--- src/rtl/md_stall_pkg.sv ---
// Shared types and default constants for the multiply/divide stall controller.
package md_stall_pkg;

    // FSM state encoding
    typedef enum logic [1:0] {
        StIdle = 2'd0,
        StBusy = 2'd1,
        StDone = 2'd2
    } md_state_e;

    // Default configuration
    localparam int unsigned CntWDefault   = 6;
    localparam int unsigned MulLatDefault = 32;
    localparam int unsigned DivLatDefault = 32;

endpackage

--- src/rtl/md_down_counter.sv ---
// Loadable down-counter that saturates at zero.
// Priority: synchronous clear, then load, then decrement.
module md_down_counter #(
    parameter int unsigned W = 6
) (
    input  logic         clk_i,
    input  logic         rst_ni,
    input  logic         clr_i,
    input  logic         load_i,
    input  logic [W-1:0] load_val_i,
    input  logic         dec_i,
    output logic [W-1:0] count_o,
    output logic         zero_o
);

    logic [W-1:0] count_q, count_d;

    // Next count: decrement is gated off at zero so the counter never wraps
    always_comb begin
        count_d = count_q;
        if (clr_i) begin
            count_d = '0;
        end else if (load_i) begin
            count_d = load_val_i;
        end else if (dec_i && (count_q != '0)) begin
            count_d = count_q - W'(1);
        end
    end

    // Count register, cleared asynchronously
    always_ff @(posedge clk_i or negedge rst_ni) begin
        if (!rst_ni) begin
            count_q <= '0;
        end else begin
            count_q <= count_d;
        end
    end

    assign count_o = count_q;
    assign zero_o  = (count_q == '0);

endmodule

--- src/rtl/md_stall_ctrl.sv ---
// Multi-cycle stall controller for the multiply/divide unit.
// Holds stall for MulLat/DivLat cycles per op and pulses result_ready_o on completion.
// Optional feature macro MD_STALL_RESTART_EN: a start while busy restarts the stall
// with the new op's latency; when undefined such a start is ignored.
module md_stall_ctrl
    import md_stall_pkg::*;
#(
    parameter int unsigned CntW   = CntWDefault,
    parameter int unsigned MulLat = MulLatDefault,
    parameter int unsigned DivLat = DivLatDefault
) (
    input  logic            clk_i,
    input  logic            rst_ni,
    input  logic            start_mul_i,
    input  logic            start_div_i,
    input  logic            kill_i,
    output logic            stall_o,
    output logic            busy_o,
    output logic            result_ready_o,
    output logic            op_is_div_o,
    output logic [CntW-1:0] cycles_left_o
);

    // Counter holds remaining stall cycles minus one
    localparam logic [CntW-1:0] MulLoad = CntW'(MulLat - 1);
    localparam logic [CntW-1:0] DivLoad = CntW'(DivLat - 1);

    md_state_e       state_q, state_d;
    logic            op_div_q, op_div_d;
    logic            start_any;
    logic [CntW-1:0] sel_load;
    logic            cnt_clr, cnt_load, cnt_dec, cnt_zero;
    logic [CntW-1:0] cnt_val;

    // Multiply wins when both strobes arrive together
    assign start_any = start_mul_i | start_div_i;
    assign sel_load  = start_mul_i ? MulLoad : DivLoad;

    md_down_counter #(
        .W (CntW)
    ) u_cnt (
        .clk_i      (clk_i),
        .rst_ni     (rst_ni),
        .clr_i      (cnt_clr),
        .load_i     (cnt_load),
        .load_val_i (sel_load),
        .dec_i      (cnt_dec),
        .count_o    (cnt_val),
        .zero_o     (cnt_zero)
    );

    // Next-state, counter control and op-type capture; kill beats everything
    always_comb begin
        state_d  = state_q;
        op_div_d = op_div_q;
        cnt_clr  = 1'b0;
        cnt_load = 1'b0;
        cnt_dec  = 1'b0;
        unique case (state_q)
            StIdle: begin
                if (!kill_i && start_any) begin
                    state_d  = StBusy;
                    cnt_load = 1'b1;
                    op_div_d = ~start_mul_i;
                end
            end
            StBusy: begin
                if (kill_i) begin
                    state_d = StIdle;
                    cnt_clr = 1'b1;
                end
`ifdef MD_STALL_RESTART_EN
                else if (start_any) begin
                    cnt_load = 1'b1;
                    op_div_d = ~start_mul_i;
                end
`endif
                else if (cnt_zero) begin
                    state_d = StDone;
                end else begin
                    cnt_dec = 1'b1;
                end
            end
            StDone: begin
                if (kill_i) begin
                    state_d = StIdle;
                    cnt_clr = 1'b1;
                end else if (start_any) begin
                    state_d  = StBusy;
                    cnt_load = 1'b1;
                    op_div_d = ~start_mul_i;
                end else begin
                    state_d = StIdle;
                end
            end
            default: begin
                state_d = StIdle;
                cnt_clr = 1'b1;
            end
        endcase
    end

    // State and op-type registers
    always_ff @(posedge clk_i or negedge rst_ni) begin
        if (!rst_ni) begin
            state_q  <= StIdle;
            op_div_q <= 1'b0;
        end else begin
            state_q  <= state_d;
            op_div_q <= op_div_d;
        end
    end

    // Output decode
    always_comb begin
        stall_o        = (state_q == StBusy);
        busy_o         = (state_q == StBusy);
        result_ready_o = (state_q == StDone);
        op_is_div_o    = op_div_q;
        cycles_left_o  = cnt_val;
    end

endmodule

--- config.mk ---
export PLATFORM = sky130hd
export DESIGN_NAME = md_stall_ctrl
export DESIGN_NICKNAME = d
export VERILOG_FILES = /design/src/rtl/md_stall_pkg.sv /design/src/rtl/md_down_counter.sv /design/src/rtl/md_stall_ctrl.sv
export SDC_FILE = /design/constraint.sdc
export NUM_CORES = 1
export LEC_CHECK = 0
export ABC_AREA = 0
export CORE_MARGIN = 2
export CORE_UTILIZATION = 30
export DETAILED_ROUTE_END_ITERATION = 12
export GPL_TIMING_DRIVEN = 0
export PLACE_DENSITY = 0.5
export SKIP_CTS_REPAIR_TIMING = 1
export SYNTH_ARGS = -nofsm -noshare
export SYNTH_HDL_FRONTEND = slang
export SYNTH_SLANG_ARGS = --single-unit
--- constraint.sdc ---
create_clock -name clk_i -period 3.2 [get_ports clk_i]
set_input_delay 0.64 -clock clk_i [delete_from_list [all_inputs] [get_ports clk_i]]
set_output_delay 0.64 -clock clk_i [all_outputs]
set_load 0.005 [all_outputs]
==> results.py <==
metrics = {
    "pwr": {
        "power_mw": 0.708,
        "ir_drop_v": 0.000404,
        "power.density_mw_per_mm2": 887,
        "leakage_nw": 0.335,
    },
    "synthesis": {
        "syn-cell-area_um2": 598,
        "synth.distinct_cells": 27,
        "synth_most_common_cell": "dfrtp_1",
        "ys_seq_area_share_pct": 37.7,
        "synthTopCellsByArea": "dfrtp_1 (38%), ha_1 (13%), o31ai_4 (3.6%), a31oi_1 (3.1%), inv_1 (3.1%)",
        "syn_nets": 71,
        "synth_top_area_share_pct": 37.7,
        "ys_ff_latch": 9,
        "synth_warnings": 0,
        "ys.flop_type": "dfrtp_1",
        "synth-edff-count": 0,
        "synth_top_cell_by_area": "dfrtp_1",
        "syn_inst": 60,
        "avgSynthCellArea_um2": 9.97,
        "ys_async_sr_fraction_pct": 100,
        "synthTopCellsByCount": "dfrtp_1 (9), ha_1 (6), inv_1 (5), nand2_1 (5)",
    },
    "place": {
        "io_buffers": 14,
        "dpl.hpwl_um": 941,
        "dp_cells": 101,
        "place_congestion": 0.673,
        "pre_cts_ws_ns": 0.966,
        "place_area_um2": 772,
    },
    "outcome": {
        "status": "finished clean",
    },
    "grt": {
        "grt_pass1_wl_um": 2080,
        "grt_start_max_net_pins": 10,
        "antenna_found_initial": 0,
        "overflow": 0,
        "track_usage_pct": 11.4,
        "grt_pass1_vias": 435,
    },
    "timing": {
        "hold_viol_final": 0,
        "setup_viol": 0,
        "worst_pin_slew_ns": 0.775,
        "fin_ws_ns": 1.01,
        "skew_ns": 0.00306,
        "setup_tns_ns": 0,
        "fmax_mhz": 458,
        "fin_crit_ns": 2.19,
        "drv_slew": 0,
        "min_period_over_period_pct": 68.3,
        "slew_headroom_pct": 47.8,
        "rsz0062_at_grt": "false",
    },
    "floorplanning": {
        "ios": 15,
        "die_y_um": 48.7,
        "core.rowCount": 16,
        "floorplan.initialDensity_pct": 31.1,
        "dieArea_mm2": 0.00237,
        "die_w_um": 48.7,
        "core_area_mm2": 0.00192,
    },
    "worst_setup_path": {
        "required_ns": 2.56,
        "r2r_slack_ns": 1.41,
        "reg2reg_to": "u_cnt.count_o[5]",
        "start_kind": "flop",
        "critPathLaunch": "state_q[1]",
        "critPathMaxFanout": 3,
        "r2r-start": "state_q[0]",
        "worst_ep_arrival_time_ns": 1.55,
        "path_cells": "inv_1, ha_1, buf_4, clkdlybuf4s50_1",
        "end_kind": "output pin",
        "slowest_stage": "clkdlybuf4s50_1",
        "critPathMaxStageDelay_ns": 0.49,
        "endpoint": "stall_o",
        "reg2regPathDepth": 5,
        "criticalPathCategory": "reg -> out",
    },
    "finish": {
        "synthToLayoutAreaGrowth_pct": 33.5,
        "final_nets": 90,
        "ff_latch_area_um2": 225,
        "fillers": 208,
        "finalInstanceArea_um2": 798,
        "antenna_cells": 0,
        "multi_input_area_um2": 347,
        "drive_gt1_share_pct": 12.8,
        "stdcell_count": 105,
    },
    "clock_network": {
        "root_buffer": "clkbuf_4",
        "h-tree-depth": 1,
        "cts_tree": "yes",
        "clk_pin_slew_ns": 0.06,
        "clockBufferDepth": 2,
        "cts.sinks": 9,
        "clk_latency_ns": 0.26,
        "cts_made_buffers": 3,
    },
    "routing": {
        "vias_per_cell": 4.76,
        "wl_um": 1230,
        "drt_iter0_drc": 5,
        "post-route-drc-count": 0,
        "wl_per_cell_um": 11.7,
        "firstDrtPassIters": 4,
        "ant_nets": 0,
        "route.vias.total": 500,
    },
    "worst_hold_path": {
        "worstHoldPathType": "reg -> reg",
    },
    "job": {
        "max_cap_viol_count": 0,
    },
}
## kinds of logic (layout without fill, tap and decap cells)
logic type,after synthesis,count (layout),synth area share [%]
xor+xnor,1,1,1.46
flops,9,9,37.7
fa+ha+maj,6,6,12.6
buf+inv,6,24,4.39
simple gates,18,18,17.4
mux,1,1,2.51
compound gates,19,19,24.1
## worst max-delay path: cells and delay by family, from the launching register on
| kind | cells | cell delay, ns |
|---|---|---|
| buffers and inverters | 3 | 0.70 |
| adder cells (fa/ha/maj) | 1 | 0.19 |
| flip-flops | 1 | 0.40 |
## flip-flops by register name (all words and copies together) (netlist names)
name and flops:
u_cnt.count_o 6, op_is_div_o 1, state_q 2
## per-layer routing
metal,global-route usage [%],wire (um)
met1,15.3,587
met2,16.0,567
met3,5.25,51
met4,4.29,19
met5,0,0
## stage by stage
| stage | util (%) | hold WS (ns) |
|---|---|---|
| after floorplan | - | 0.344 |
| final | 41.5 | 0.478 |
| after detailed placement | 40.2 | 0.475 |
| after CTS | 41.5 | 0.489 |
| after global routing | 41.5 | 0.511 |
| after global placement | 40.2 | 0.464 |
## report_power, final
group | switching [mW] | internal (mW)
Clock | 0.0397 | 0.0481
Combinational | 0.190 | 0.217
Sequential | 0.0525 | 0.161
Total | 0.282 | 0.426
## area by class of cell
type | count | area share (%)
inverter | 5 | 2.35
multi-input combinational | 45 | 43.4
sequential | 9 | 28.2
buffer | 1 | 0.940
timing repair buffer | 14 | 17.6
tap | 27 | 4.23
clock buffer | 4 | 3.29
## worst min path at each step
stage | start | endpoint | slack [ns] | depth (start not counted)
after floorplan | rst_ni | op_is_div_o | 0.34 | 0
after global placement | op_is_div_o | op_is_div_o | 0.46 | 2
after detailed placement | op_is_div_o | op_is_div_o | 0.47 | 2
after CTS | op_is_div_o | op_is_div_o | 0.49 | 2
after global routing | op_is_div_o | op_is_div_o | 0.51 | 2
final | op_is_div_o | op_is_div_o | 0.48 | 2
## cell usage in the layout, fill, tap and decap left out, drive strengths merged, types with 2 or more instances in the layout
master,count
or3,3
a21oi,4
inv,5
o211ai,2
nor2,2
ha,6
nand2b,2
a31oi,3
o31ai,3
nand2,5
dfrtp,9
clkdlybuf4s50,14
clkbuf,4
o21bai,2
o21ai,3
Note: power is estimated with default switching activity, not from simulation.
